**src/rtl/peripheral_bus_master_pkg.sv**
```systemverilog
// Shared types and request-address field layout for the peripheral bus master.
// Optional build macro PBM_TXN_CNT_EN is consumed by peripheral_bus_master.
package peripheral_bus_master_pkg;

  typedef enum logic [1:0] {
    ST_IDLE   = 2'd0,
    ST_SETUP  = 2'd1,
    ST_STROBE = 2'd2,
    ST_RESP   = 2'd3
  } pbm_state_e;

  localparam int REQ_AW  = 8;
  localparam int SEL_LSB = 4;
  localparam int SEL_W   = 4;

  function automatic logic [SEL_W-1:0] addr_sel(input logic [REQ_AW-1:0] a);
    return a[SEL_LSB +: SEL_W];
  endfunction

endpackage

```
**src/rtl/peripheral_cs_decoder.sv**
```systemverilog
// Peripheral select decoder: one-hot chip select plus an out-of-range flag.
module peripheral_cs_decoder
  import peripheral_bus_master_pkg::*;
#(
  parameter int NUM_PERIPH = 4
) (
  input  logic [SEL_W-1:0]      sel,
  input  logic                  en,
  output logic [NUM_PERIPH-1:0] cs,
  output logic                  out_of_range
);

  always_comb begin
    out_of_range = (int'(sel) >= NUM_PERIPH);
    cs = '0;
    for (int k = 0; k < NUM_PERIPH; k++) begin
      if (en && !out_of_range && (int'(sel) == k)) cs[k] = 1'b1;
    end
  end

endmodule

```
**src/rtl/peripheral_bus_master.sv**
```systemverilog
// Host request/response to cs/rd/wr strobe bridge for memory-mapped peripherals.
// Define PBM_TXN_CNT_EN to add the txn_count output (completed-response counter).
module peripheral_bus_master
  import peripheral_bus_master_pkg::*;
#(
  parameter int NUM_PERIPH    = 4,
  parameter int STROBE_CYCLES = 2,
  parameter int DATA_W        = 16,
  parameter int REG_AW        = 4
) (
  input  logic                         clk,
  input  logic                         rst,
  input  logic                         req_valid,
  output logic                         req_ready,
  input  logic                         req_we,
  input  logic [REQ_AW-1:0]            req_addr,
  input  logic [DATA_W-1:0]            req_wdata,
  output logic                         rsp_valid,
  input  logic                         rsp_ready,
  output logic [DATA_W-1:0]            rsp_rdata,
  output logic                         rsp_err,
  output logic [REG_AW-1:0]            addr,
  output logic [NUM_PERIPH-1:0]        cs,
  output logic                         rd,
  output logic                         wr,
  output logic [DATA_W-1:0]            wdata,
  input  logic [NUM_PERIPH*DATA_W-1:0] data_in
`ifdef PBM_TXN_CNT_EN
  ,
  output logic [15:0]                  txn_count
`endif
);

  localparam int CNT_W = (STROBE_CYCLES > 1) ? $clog2(STROBE_CYCLES) : 1;
  localparam logic [CNT_W-1:0] CNT_LAST = CNT_W'(STROBE_CYCLES - 1);

  pbm_state_e              state;
  logic                    we_q;
  logic [SEL_W-1:0]        sel_q;
  logic [CNT_W-1:0]        strb_cnt;
  logic                    accept;
  logic [NUM_PERIPH-1:0]   dec_cs;
  logic                    dec_oor;
  logic signed [DATA_W-1:0] rd_mux;

  assign req_ready = (state == ST_IDLE);
  assign accept    = req_valid && req_ready;

  peripheral_cs_decoder #(
    .NUM_PERIPH(NUM_PERIPH)
  ) u_cs_decoder (
    .sel         (addr_sel(req_addr)),
    .en          (accept),
    .cs          (dec_cs),
    .out_of_range(dec_oor)
  );

  // Read-data mux from the latched select; only consulted for in-range reads.
  always_comb begin
    rd_mux = '0;
    for (int k = 0; k < NUM_PERIPH; k++) begin
      if (int'(sel_q) == k) rd_mux = data_in[k*DATA_W +: DATA_W];
    end
  end

  always_ff @(posedge clk or posedge rst) begin
    if (rst) begin
      state     <= ST_IDLE;
      we_q      <= 1'b0;
      sel_q     <= '0;
      strb_cnt  <= '0;
      cs        <= '0;
      rd        <= 1'b0;
      wr        <= 1'b0;
      addr      <= '0;
      wdata     <= '0;
      rsp_valid <= 1'b0;
      rsp_rdata <= '0;
      rsp_err   <= 1'b0;
`ifdef PBM_TXN_CNT_EN
      txn_count <= '0;
`endif
    end else begin
      case (state)
        ST_IDLE: begin
          if (accept) begin
            we_q  <= req_we;
            sel_q <= addr_sel(req_addr);
            if (dec_oor) begin
              // Out-of-range select: answer immediately, peripherals never see it.
              state     <= ST_RESP;
              rsp_valid <= 1'b1;
              rsp_err   <= 1'b1;
              rsp_rdata <= '0;
            end else begin
              state   <= ST_SETUP;
              cs      <= dec_cs;
              addr    <= req_addr[REG_AW-1:0];
              wdata   <= req_wdata;
              rsp_err <= 1'b0;
            end
          end
        end
        ST_SETUP: begin
          state    <= ST_STROBE;
          rd       <= ~we_q;
          wr       <= we_q;
          strb_cnt <= '0;
        end
        ST_STROBE: begin
          if (strb_cnt == CNT_LAST) begin
            state     <= ST_RESP;
            cs        <= '0;
            rd        <= 1'b0;
            wr        <= 1'b0;
            rsp_valid <= 1'b1;
            rsp_rdata <= we_q ? '0 : rd_mux;
          end else begin
            strb_cnt <= strb_cnt + 1'b1;
          end
        end
        ST_RESP: begin
          if (rsp_ready) begin
            state     <= ST_IDLE;
            rsp_valid <= 1'b0;
`ifdef PBM_TXN_CNT_EN
            txn_count <= txn_count + 16'd1;
`endif
          end
        end
        default: state <= ST_IDLE;
      endcase
    end
  end

endmodule

```
**config.mk**
```make
export PLATFORM = sky130hd
export DESIGN_NAME = peripheral_bus_master
export DESIGN_NICKNAME = d
export VERILOG_FILES = /design/src/rtl/peripheral_bus_master_pkg.sv /design/src/rtl/peripheral_cs_decoder.sv /design/src/rtl/peripheral_bus_master.sv
export SDC_FILE = /design/constraint.sdc
export NUM_CORES = 1
export LEC_CHECK = 0
export ABC_AREA = 1
export ABC_CLOCK_PERIOD_IN_PS = 3300
export CAP_MARGIN = 20
export CORE_UTILIZATION = 33
export DETAILED_ROUTE_END_ITERATION = 16
export GPL_TIMING_DRIVEN = 1
export PLACE_DENSITY = 0.67
export SYNTH_ARGS = -nofsm -noshare
export SYNTH_HDL_FRONTEND = slang
export SYNTH_SLANG_ARGS = --single-unit
```
**constraint.sdc**
```tcl
create_clock -name clk -period 3.3 [get_ports clk]
set_input_delay 0.495 -clock clk [delete_from_list [all_inputs] [get_ports clk]]
set_output_delay 0.495 -clock clk [all_outputs]
set_load 0.05 [all_outputs]
```
## Word-level counts from Yosys, hierarchy flattened

Index checks and enable logic that the tools add are counted.

| storage, ports and cells | value |
|---|---|
| bits in registers | 52 |

| operators by class | value |
|---|---|
| $add $sub $neg | 1 |
| reduce and logical (&&, ||, !) cells | 20 |
| bitwise operators | 2 |
| muxes and demuxes | 33 |
| equality and inequality tests | 14 |
| order comparisons | 1 |

Operators by type and width:

| cell | number |
|---|---|
| $mux 16 | 8 |
| $pmux 16 s2 | 1 |
| $eq 4x3->1 const B | 4 |
| $mux 4 | 3 |
| $mux 1 | 11 |
| $eq 4x2->1 const B | 2 |
| $logic_not 4->1 | 2 |
| $mux 2 | 4 |
| $pmux 2 s4 | 1 |
| $pmux 4 s2 | 1 |
| $reduce_and 4->1 | 2 |
| $logic_and 1x1->1 | 6 |
| $ne 2x2->1 const B | 3 |
| $pmux 1 s2 | 3 |
| $reduce_and 3->1 | 2 |
| $reduce_and 5->1 | 1 |
| $eq 2x2->1 const B | 2 |
| $ge 4x3->1 const B | 1 |
| $ne 2x1->1 const B | 2 |
| $reduce_and 2->1 | 2 |
| $reduce_bool 2->1 | 2 |
| $pmux 1 s3 | 1 |
| $reduce_bool 3->1 | 1 |
| $eq 2x1->1 const B | 1 |
| 4 further kinds | 5 |

## Longest topological paths before layout

Gate-level depths: netlist of run 1.

| logic depth | value |
|---|---|
| depth after elaboration | 8 |
| mapped depth | 10 |
| depth with buffers taken out | 9 |

## Cells and area by module

From an unflattened synthesis of run 1, not the netlist that was laid out.

| second synthesis, totals | value |
|---|---|
| cell total of the unflattened synthesis | 376 |
| area total of the unflattened synthesis | 2,819.0 um2 |

By module, submodules not included:

| module | area each (um2) | cells an instance | times used |
|---|---|---|---|
| peripheral_bus_master | 2,765.2 | 363 | 1 |
| peripheral_cs_decoder | 53.8 | 13 | 1 |

## Worst setup path after synthesis of run 1

OpenSTA, ideal clock, no wires.

| timing | value |
|---|---|
| path type | reg-to-reg |
| start point | register state[0] |
| end point | register rsp_rdata[0] |
| data required time | 3,182 ps |
| path buffers | 1 |
| data arrival time | 1,848 ps |
| setup slack | 1,335 ps |
| library setup time | 118 ps |
| stages on the path, launching flop included | 11 |
| period minus slack after synthesis | 1,965 ps |
| path through | dfrtp_1 -> inv_1 -> ha_1 -> inv_1 -> nand2_4 -> inv_1 -> nor2_1 -> nand2_1 -> buf_2 -> nand2_1 -> nand2_1 |

| on the way | value |
|---|---|
| word-level cells in the longest chain between the ends | 4 |
| elaborated cells between the ends (all ways) | 9 |
| those cells by class | eq/ne: 4; mux: 1; reduce/logical: 4 |

Ends and longest elaborated chain:

| item | line | source |
|---|---|---|
| from (decl) | peripheral_bus_master.sv:37 | `pbm_state_e state;` |
| from (signal assigned) | peripheral_bus_master.sv:68 | `state <= ST_IDLE;` |
| from (signal assigned) | peripheral_bus_master.sv:91 | `state <= ST_RESP;` |
| from (signal assigned) | peripheral_bus_master.sv:96 | `state <= ST_SETUP;` |
| $logic_not 2->1 (*) | peripheral_bus_master.sv:46 | `assign req_ready = (state == ST_IDLE);` |
| named net req_ready | peripheral_bus_master.sv:14 | `output logic req_ready,` |
| $logic_and 1x1->1 | peripheral_bus_master.sv:47 | `assign accept = req_valid && req_ready;` |
| $ne 2x1->1 (no line) | -- |  |
| $reduce_and 4->1 (no line) | -- |  |
| to (signal assigned) | peripheral_bus_master.sv:117 | `rsp_rdata <= we_q ? '0 : rd_mux;` |
| to (decl) | peripheral_bus_master.sv:20 | `output logic [DATA_W-1:0] rsp_rdata,` |

The timed path passes the listed nets; every way through them passes the cells marked *.
A chain may end at the register's enable or synchronous reset.

## Final worst setup path of run 1

| timing | value |
|---|---|
| start point | register state[1] |
| end point | output req_ready |

| on the way | value |
|---|---|
| word-level cells in the longest chain between the ends | 1 |

Ends and longest elaborated chain:

| item | line |
|---|---|
| $logic_not 2->1 | peripheral_bus_master.sv:46 |
| to (decl) | peripheral_bus_master.sv:14 |

Every way passes these cells.

==> impl_results.md, run 1 <==
- Post-route ant nets: 0
- Commonest cells after routing, fill and taps aside: 137 x clkdlybuf4s50_1, 135 x nand2_1, 62 x nand3_1
- Max-cap violations: 0
- HPWL after DPL: 6610 µm
- Cell Rows: 33
- GRT overflow: 0
- Peak VDD IR: 0.000537 V
- R2R depth: 5
- Switching pwr: 2.24 mW
- Comb power frac: 64.1%
- Longest Clk Path Bufs: 2
- Post-Synth Simple-Gate Area: 41.8%
- Layout Skew: 8.26 ps
- Chip height: 95.6 µm
- First-pass GRT wire length: 13500 µm
- PostCTS Resize Cnt: 0
- Status: finished, final reports clean
- Largest net degree at the start of global routing: 47
- Drt pass-1 iters: 4
- Die ar.: 9140 µm²
- Unrepaired setup endpoints after global routing: false
- Post-Route Setup TNS: 0 ps
- Via count: 2905
- Critical Path Sink Type: output pin
- CP cell instances: inv_1, ha_1, clkdlybuf4s50_1
- Critical path required time: 2800 ps
- Leading cell type in the layout, fill and taps excluded: clkdlybuf4s50_1
- Slew margin rel.: 39.5%
- Routability cong.: 0.849
- Xor/xnor share of the synthesized area: 0%
- Clock buffer count from CTS: 5
- Syn Area/Cell: 7.67 µm²
- Hold Path Class: reg2reg
- Setup Viol. Count Final: 0
- Post-synthesis cell type count: 22
- Worst Max-Slew Pin Slew: 905 ps
- WL final: 8790 µm
- Hold WS: 469 ps
- Sequential Power Share: 26.2%
- Hold depth: 1
- CTS sink cnt: 52
- FMAX: 0.405 GHz
- Adder-cell share of the synthesized area: 2.16%
- H-tree depth: 2
- Clock power share: 9.8%
- Initial antenna violation count: 0
- Mapped Nets: 475
- P per Cell Area: 959 nW/µm²
- Layout Cells excl Fill: 611
- Switching Fraction: 52.8%
- I/O pins: 138
- # DRC: 0
- Final min period: 2470 ps
- Slew Viols, Final: 0
- Worst-path clk slew: 90 ps
- Final core occ: 53.2%
- Compound-Gate Fraction of Synth Area: 3.11%
- Hold Buf Count CTS: 0
- Share of cells above drive strength 1: 4.55%
- Setup bufs post-CTS: 0
- 1st-iter DRT viols: 84
- Routed length per placed instance: 14.4 µm
- Inst Count DP: 604
- Max stage delay cell, worst path: clkdlybuf4s50_1
- Die W: 95.6 µm
- Seq/Total Area, Yosys: 45.0%
- CTS tree: yes
- CP top delay family: buffers and inverters
- Critical path class: reg2out
- Mapped cell area: 2890 µm²
- Root Buffer: clkbuf_8
- Number of global-route vias before repair: 2827
- Fin crit share: 74.7%
- CP bufs+invs: 2
- Post-Syn Instances: 377
- Internal: 2.01 mW
- Crit path DAT: 1970 ps
- CP Max Fanout: 5
- Critical Path Max Stage Delay: 840 ps
- Area Overhead vs Synth: 53.3%
- Synth Register Bits: 52
- Clock Latency Late Sink: 300 ps
- Levels on crit path: 3
- Synthesis Warnings: 0
- P_leak: 2.08 nW
- Startpoint Class: register
- N_diodes: 0
- Via/cell ratio: 4.75
- Gr usage total: 19.4%
- Nets: 605
- PortBufs: 137
- Core Area: 8340 µm²
- Post-synthesis mux area share: 0%
- Initial Utilization: 34.7%
- Largest family of logic cells by synthesized area: simple AND/OR/NAND/NOR gates
- Final hold vios: 0
[metal layers]
metal / global-route usage [%] / up-vias / wire, µm
met3: 7.02 / 7 / 1030
met4: 3.86 / 0 / 70
met1: 22.5 / 1310 / 3700
met5: 0 / - / 0
met2: 34.2 / 121 / 3990
li1: - / 1467 / -
[synth_stat cells]
master    instances  area [µm²]
buf_4             1        7.51
buf_6             1        11.3
nand4_1           2        12.5
nand2_4           1        11.3
nor2_4            2        22.5
nand2_1         135         507
o21ai_0          14        70.1
inv_1            34         128
buf_2            15        75.1
ha_1              5        62.6
nand3b_1         33         248
nand2_2           1        6.26
inv_2             1        3.75
nor3_4            1        16.3
nor2_2            1        6.26
nand3_1          62         310
o22ai_1           2        12.5
dfrtp_1          52        1300
clkbuf_1          1        3.75
o211ai_1          1        7.51
nor2_1            8        30.0
nand3_2           4        40.0
[stage by stage]
step / worst slack (ps) / cell area, µm² / power, mW
floorplan: 1330 / 2890 / 2.96
global placement: 1010 / 4330 / 3.81
detailed placement: 941 / 4330 / 3.85
CTS: 844 / 4430 / 4.28
global route: 756 / 4430 / 4.53
finish: 834 / 4430 / 4.25
[layout make-up]
| class | instances | area, µm² |
|---|---|---|
| fillers | 826 | 3910 |
| repair buffers | 141 | 1400 |
| multi-input cells | 272 | 1370 |
| flip-flops and latches | 52 | 1300 |
| inverters | 35 | 131 |
| well taps | 105 | 131 |
| clock buffers | 5 | 68.8 |
| clock inverters | 1 | 30.0 |
[registers in the layout, indices dropped and copies added (netlist names), 2 cells and up]
| signal | flops |
|---|---|
| addr | 4 |
| rsp_rdata | 16 |
| sel_q | 4 |
| wdata | 16 |
| state | 2 |
| cs | 4 |
[power groups by stage]
| stage | Clock [mW] | Combinational [mW] | Sequential (mW) |
|---|---|---|---|
| global placement | 0 | 2.70 | 1.12 |
| finish | 0.416 | 2.72 | 1.11 |
| global route | 0.449 | 2.93 | 1.15 |
| detailed placement | 0 | 2.73 | 1.12 |
| CTS | 0.432 | 2.74 | 1.11 |
| floorplan | 0 | 1.01 | 1.95 |
[cell families after synthesis]
logic type	Yosys count
AOI/OAI and AO/OA	17
adders and majority gates	5
buffers and inverters	53
DFF	52
and+or+nand+nor	250
[worst paths after layout]
| check | start | to | slack [ps] |
|---|---|---|---|
| setup / recovery | state[1]$_DFFE_PP0P_ | req_ready | 830 |
| hold / removal | we_q$_DFFE_PP0P_ | rd$_DFFE_PP0P_ | 470 |
| setup reg to reg | sel_q[2]$_DFFE_PP0P_ | rsp_rdata[15]$_DFFE_PP0P_ | 990 |
| hold reg to reg | we_q$_DFFE_PP0P_ | rd$_DFFE_PP0P_ | 470 |
| max in group asynchronous | rst | wdata[9]$_DFFE_PP0P_ | 2000 |
| min in group asynchronous | rst | wdata[15]$_DFFE_PP0P_ | 520 |
(Power assumes the default switching activity.)
==> inputs of run 2 (changes only) <==
Settings changed: ABC_CLOCK_PERIOD_IN_PS 3300 to 2100, PLACE_DENSITY 0.67 to 0.7.
Clock period 3.3 ns to 2.1 ns, I/O delays scaled along.
==> run 2 against run 1 <==
Against the previous run: final cell count up 0.82%; critical path depth down 2; sequential share of layout area decreased by 0.44 points; largest power group unchanged; first-iteration DRC count is 18% higher.
==> impl_results.md, run 2 (synthesized netlist as in run 1, its figures left out) <==
- Nets: 608 (+0.50%)
- Final min period: 1840 ps
- Share of cells above drive strength 1: 5.68% (+1.1 points)
- Final Cell Area: 4500 µm² (+1.5%)
- N_diodes: 0 (unchanged)
- P per Cell Area: 1520 nW/µm² (+59%)
- Unrepaired setup endpoints after global routing: false
- H-tree depth: 2 (unchanged)
- Largest registers: rsp_rdata: 16 flops, wdata: 16 flops
- Root Buffer: clkbuf_8
- CTS tree: yes
- Via/cell ratio: 4.77 (+0.25%)
- Cell Rows: 33 (unchanged)
- CTS sink cnt: 52 (unchanged)
- Clock Latency Late Sink: 300 ps (about the same)
- Number of global-route vias before repair: 2868 (+1.5%)
- Slew margin rel.: 59.4% (+20 points)
- Core Area: 8340 µm² (unchanged)
- Chip height: 95.6 µm (unchanged)
- Via count: 2936 (+1.1%)
- Gr usage total: 19.9% (+0.49 points)
- WL final: 8930 µm (+1.6%)
- First-pass GRT wire length: 13900 µm (+2.9%)
- Inst Count DP: 607 (+0.50%)
- Worst-path clk slew: 100 ps (about the same)
- Peak VDD IR: 0.000766 V (+43%)
- Layout Cells excl Fill: 616 (+0.82%)
- Max stage delay cell, worst path: clkdlybuf4s50_1
- Critical path class: reg2out
- PortBufs: 137 (unchanged)
- Routed length per placed instance: 14.5 µm (+0.76%)
- CP cell instances: clkdlybuf4s50_1
- 1st-iter DRT viols: 99 (+18%)
- Cell area after placement: 4360 µm² (+0.75%)
- Hold Path Class: in2async
- Setup Viol. Count Final: 0 (unchanged)
- Initial antenna violation count: 0 (unchanged)
- I/O pins: 138 (unchanged)
- Routability cong.: 0.785 (-7.5%)
- Crit path DAT: 1520 ps (-450 ps)
- Final hold vios: 0 (unchanged)
- P_leak: 2.11 nW (+1.7%)
- Layout Skew: 8.50 ps (+0.235 ps)
- Post-Route Setup TNS: 0 ps (unchanged)
- FMAX: 0.544 GHz
- Status: finished, final reports clean
- Commonest cells after routing, fill and taps aside: 136 x clkdlybuf4s50_1, 135 x nand2_1, 62 x nand3_1
- Die W: 95.6 µm (unchanged)
- Startpoint Class: register
- Slew Viols, Final: 0 (unchanged)
- Power Total: 6.85 mW (+61%)
- # DRC: 0 (unchanged)
- Critical Path Max Stage Delay: 830 ps (about the same)
- Fin crit share: 87.5%
- Drt pass-1 iters: 4 (unchanged)
- GRT overflow: 0 (unchanged)
- Initial Utilization: 34.7% (unchanged)
- Clock buffer count from CTS: 5 (unchanged)
- Leading cell type in the layout, fill and taps excluded: clkdlybuf4s50_1
- Area Overhead vs Synth: 55.6%
- Post-route ant nets: 0 (unchanged)
- Die ar.: 9140 µm² (unchanged)
- Worst Max-Slew Pin Slew: 608 ps (-297 ps)
- Final core occ: 54.0% (+0.81 points)
- Longest Clk Path Bufs: 2 (unchanged)
- CP Max Fanout: 2 (-3)
- Largest net degree at the start of global routing: 65 (+38%)
- CP top delay family: buffers and inverters
- CP bufs+invs: 1 (-1)
- HPWL after DPL: 6730 µm (+1.8%)
- Pre-CTS WS: 62.7 ps (-878 ps)
- Hold Buf Count CTS: 0 (unchanged)
- Critical path required time: 1780 ps (-1020 ps)
- Hold WS: 395 ps (-74.1 ps)
- Critical Path Sink Type: output pin
- Max-cap violations: 0 (unchanged)
- Final setup margin: 262 ps (-572 ps)
==> run 2: cell types whose count changed in the layout (fill, tap and decap cells not counted), sizes merged <==
cell,previous run,this run
clkdlybuf4s50,137,136
buf,4,8
clkbuf,5,6
clkinv,0,1
==> run 2: routing by layer <==
layer	vias to the layer above	track usage [%]	wire, µm	share of wire (%)
met5	-	0	0	0
met4	0	3.73	63	0.71
met3	8	6.06	867	9.7
met2	112	35.1	4190	47
met1	1337	23.9	3810	43
li1	1479	-	-	-
==> run 2: worst paths after layout <==
kind,startpoint,endpoint,slack (ps),cells after the start
min reg2reg,we_q$_DFFE_PP0P_,rd$_DFFE_PP0P_,480,1
max in group asynchronous,rst,cs[3]$_DFFE_PP0P_,1150,3
min in group clk,we_q$_DFFE_PP0P_,rd$_DFFE_PP0P_,480,1
max,cs[2]$_DFFE_PP0P_,cs[2],260,1
max reg2reg,state[0]$_DFFE_PP0P_,rsp_rdata[5]$_DFFE_PP0P_,330,10
min,rst,rsp_rdata[13]$_DFFE_PP0P_,390,2
==> run 2: area by class of cell <==
type,count,area (µm²)
flip-flops and latches,52,1300
multi-input cells,272,1370
repair buffers,144,1450
well taps,105,131
fillers,790,3840
clock inverters,2,38.8
inverters,35,131
clock buffers,6,82.6
==> run 2: report_power, final <==
group	total [mW]	internal, mW	switching, mW	leakage [nW]
clock network	0.720	0.390	0.330	0.0614
registers	1.74	1.46	0.286	0.673
logic	4.38	1.40	2.99	1.38
total	6.85	3.24	3.60	2.11
==> run 2: what timing repair did <==
| item | in CTS | in global routing |
|---|---|---|
| endpoints found under the setup margin | 0 | 16 |
| gates resized for setup | 0 | 0 |
| setup buffers | 0 | 1 |
==> inputs of run 3 (changes only) <==
Settings changed: SYNTH_HIERARCHICAL set to 1.
==> run 3 against run 2 <==
Against the previous run: routed wire length shrank 5.8%; clock power is essentially flat; maximum frequency grew 0.74%; combinational power shrank 7.3%; synthesized area shrank 2.6%; global-route usage shrank 0.68 points; final cell count shrank 0.49%; flip-flop and latch count is the same; sequential power is essentially flat; setup slack gained 14 ps; register-to-register slack gained 150 ps; via count shrank 1.5%; largest cell class unchanged.
==> impl_results.md, run 3 <==
- Pre-CTS WS: 275 ps (+212 ps)
- First-pass GRT wire length: 13200 µm (-4.9%)
- Layout Skew: 6.72 ps (-1.78 ps)
- CP top delay family: buffers and inverters
- Fin crit share: 86.9% (-0.65 points)
- 1st-iter DRT viols: 95 (-4.0%)
- Clock buffer count from CTS: 5 (unchanged)
- CP bufs+invs: 1 (unchanged)
- Leading cell type in the layout, fill and taps excluded: nand2_1
- CTS sink cnt: 52 (unchanged)
- # DRC: 0 (unchanged)
- N_diodes: 0 (unchanged)
- I/O pins: 138 (unchanged)
- H-tree depth: 2 (unchanged)
- Status: finished, final reports clean
- Critical Path Max Stage Delay: 830 ps (about the same)
- R2r setup slk: 480 ps (+150 ps)
- Via/cell ratio: 4.72 (-1.1%)
- Routed length per placed instance: 13.7 µm (-5.4%)
- HPWL after DPL: 6140 µm (-8.7%)
- P per Cell Area: 1490 nW/µm² (-2.0%)
- Largest net degree at the start of global routing: 46 (-29%)
- Worst R2R Start: state[0]$_DFFE_PP0P_
- Hold Path Class: in2async
- Final min period: 1820 ps (-13.6 ps)
- Inst Count DP: 605 (-0.33%)
- Cell area after placement: 4260 µm² (-2.4%)
- Syn Area/Cell: 7.50 µm² (-2.3%)
- Initial antenna violation count: 0 (unchanged)
- FMAX: 0.548 GHz (+0.74%)
- Post-Syn Instances: 376 (-0.27%)
- Clock Latency Late Sink: 310 ps (about the same)
- Top cell type by total area after synthesis: dfrtp_1
- Cell Rows: 33 (unchanged)
- CTS tree: yes
- Synth Register Bits: 52 (unchanged)
- Crit path DAT: 1510 ps (about the same)
- Number of synthesized flops with an enable pin: 0 (unchanged)
- Drt pass-1 iters: 4 (unchanged)
- Chip height: 94.4 µm (-1.3%)
- Post-Route Setup TNS: 0 ps (unchanged)
- Share of cells above drive strength 1: 6.30% (+0.62 points)
- Routability cong.: 0.803 (+2.2%)
- Final setup margin: 275 ps (+13.6 ps)
- Hold Buf Count CTS: 0 (unchanged)
- Die ar.: 8920 µm² (-2.5%)
- Post-synthesis cell type count: 23 (+4.5%)
- Critical path required time: 1780 ps (about the same)
- Slew Viols, Final: 0 (unchanged)
- Peak VDD IR: 0.000896 V (+17%)
- Final Cell Area: 4370 µm² (-2.9%)
- GRT overflow: 0 (unchanged)
- Slew margin rel.: 63.4% (+3.9 points)
- Most numerous cell in the Yosys netlist: nand2_1
- Longest Clk Path Bufs: 2 (unchanged)
- Unrepaired setup endpoints after global routing: false
- Worst Max-Slew Pin Slew: 548 ps (-59.3 ps)
- CP Max Fanout: 2 (unchanged)
- Async SR Flop Fraction: 100% (unchanged)
- Nets: 605 (-0.49%)
- Mapped Nets: 474 (-0.21%)
- Commonest cells after routing, fill and taps aside: 143 x nand2_1, 136 x clkdlybuf4s50_1, 55 x nand3_1
- Core Area: 8260 µm² (-0.99%)
- R2R depth: 8 (-2)
- Seq/Total Area, Yosys: 46.2% (+1.2 points)
- Critical path class: reg2out
- Max-cap violations: 0 (unchanged)
- PortBufs: 137 (unchanged)
- R2r endpoint: cs[1]$_DFFE_PP0P_
- Area Overhead vs Synth: 55.1%
- Setup Viol. Count Final: 0 (unchanged)
- Final hold vios: 0 (unchanged)
- PostCTS Resize Cnt: 0 (unchanged)
- WL final: 8410 µm (-5.8%)
- Startpoint Class: register
- Setup bufs post-CTS: 0 (unchanged)
- Layout Cells excl Fill: 613 (-0.49%)
- Post-route ant nets: 0 (unchanged)
- Root Buffer: clkbuf_8
- Post-synth top cells: 143 x nand2_1, 55 x nand3_1, 52 x dfrtp_1
- Die W: 94.4 µm (-1.3%)
- Gr usage total: 19.2% (-0.68 points)
- Synthesis Warnings: 6 (+6)
- Worst-path clk slew: 100 ps (about the same)
- Top_reg_cell synth: dfrtp_1
- CP cell instances: clkdlybuf4s50_1
- Number of global-route vias before repair: 2781 (-3.0%)
- Via count: 2891 (-1.5%)
- P_leak: 2.10 nW (-0.56%)
- Initial Utilization: 34.1% (-0.55 points)
- Critical Path Sink Type: output pin
- Yosys top cell area share: 46.2% (+1.2 points)
- Mapped cell area: 2820 µm² (-2.6%)
- Top post-synthesis cells by area: dfrtp_1 46%, nand2_1 19%, nand3_1 9.8%
- Max stage delay cell, worst path: clkdlybuf4s50_1
- Largest registers: rsp_rdata: 16 flops, wdata: 16 flops
==> run 3: metrics by stage <==
stage / power [mW] / hold slack, ps / util, %
floorplan: 4.55 / 425 / -
global placement: 5.78 / 462 / 51.5
detailed placement: 5.83 / 461 / 51.5
CTS: 6.57 / 371 / 52.9
global route: 6.96 / 413 / 52.9
finish: 6.51 / 357 / 52.9
==> run 3: worst max-delay path by stage <==
stage,from,to,slack (ps),depth (start not counted)
2_1_floorplan,state[0]$_DFFE_PP0P_,rsp_rdata[10]$_DFFE_PP0P_,290,10
3_5_place_dp,req_addr[7],cs[3]$_DFFE_PP0P_,280,8
4_1_cts,cs[3]$_DFFE_PP0P_,cs[3],250,1
6_report,rsp_err$_DFFE_PP0P_,rsp_err,280,1
5_1_grt,cs[3]$_DFFE_PP0P_,cs[3],210,1
3_3_place_gp,req_addr[7],rsp_rdata[3]$_DFFE_PP0P_,300,11
==> run 3: report_power, final <==
part	internal, mW	switching, mW
combinational	1.32	2.74
sequential	1.43	0.299
clock	0.362	0.355
total	3.12	3.39
==> run 3: area by class of cell <==
cell class	count	area [µm²]
repair buffers	142	1420
multi-input cells	284	1320
fillers	767	3890
clock inverters	3	46.3
flip-flops and latches	52	1300
well taps	105	131
inverters	22	82.6
clock buffers	5	68.8
==> run 3: routing by layer <==
layer	up-vias	part of all wire [%]	track usage, %
met2	100	46	33.4
met4	0	0.70	3.46
met3	5	9.5	5.56
met5	-	0	0
li1	1462	-	-
met1	1324	43	23.7
==> run 3: logic make-up (layout without fill, tap and decap cells) <==
group                      count (synthesis)  after routing  synth area share [%]
buffers and inverters                     40            172                  7.10
and+or+nand+nor                          252            252                  38.3
adders and majority gates                  5              5                  2.22
DFF                                       52             52                  46.2
AOI/OAI and AO/OA                         27             27                  6.21
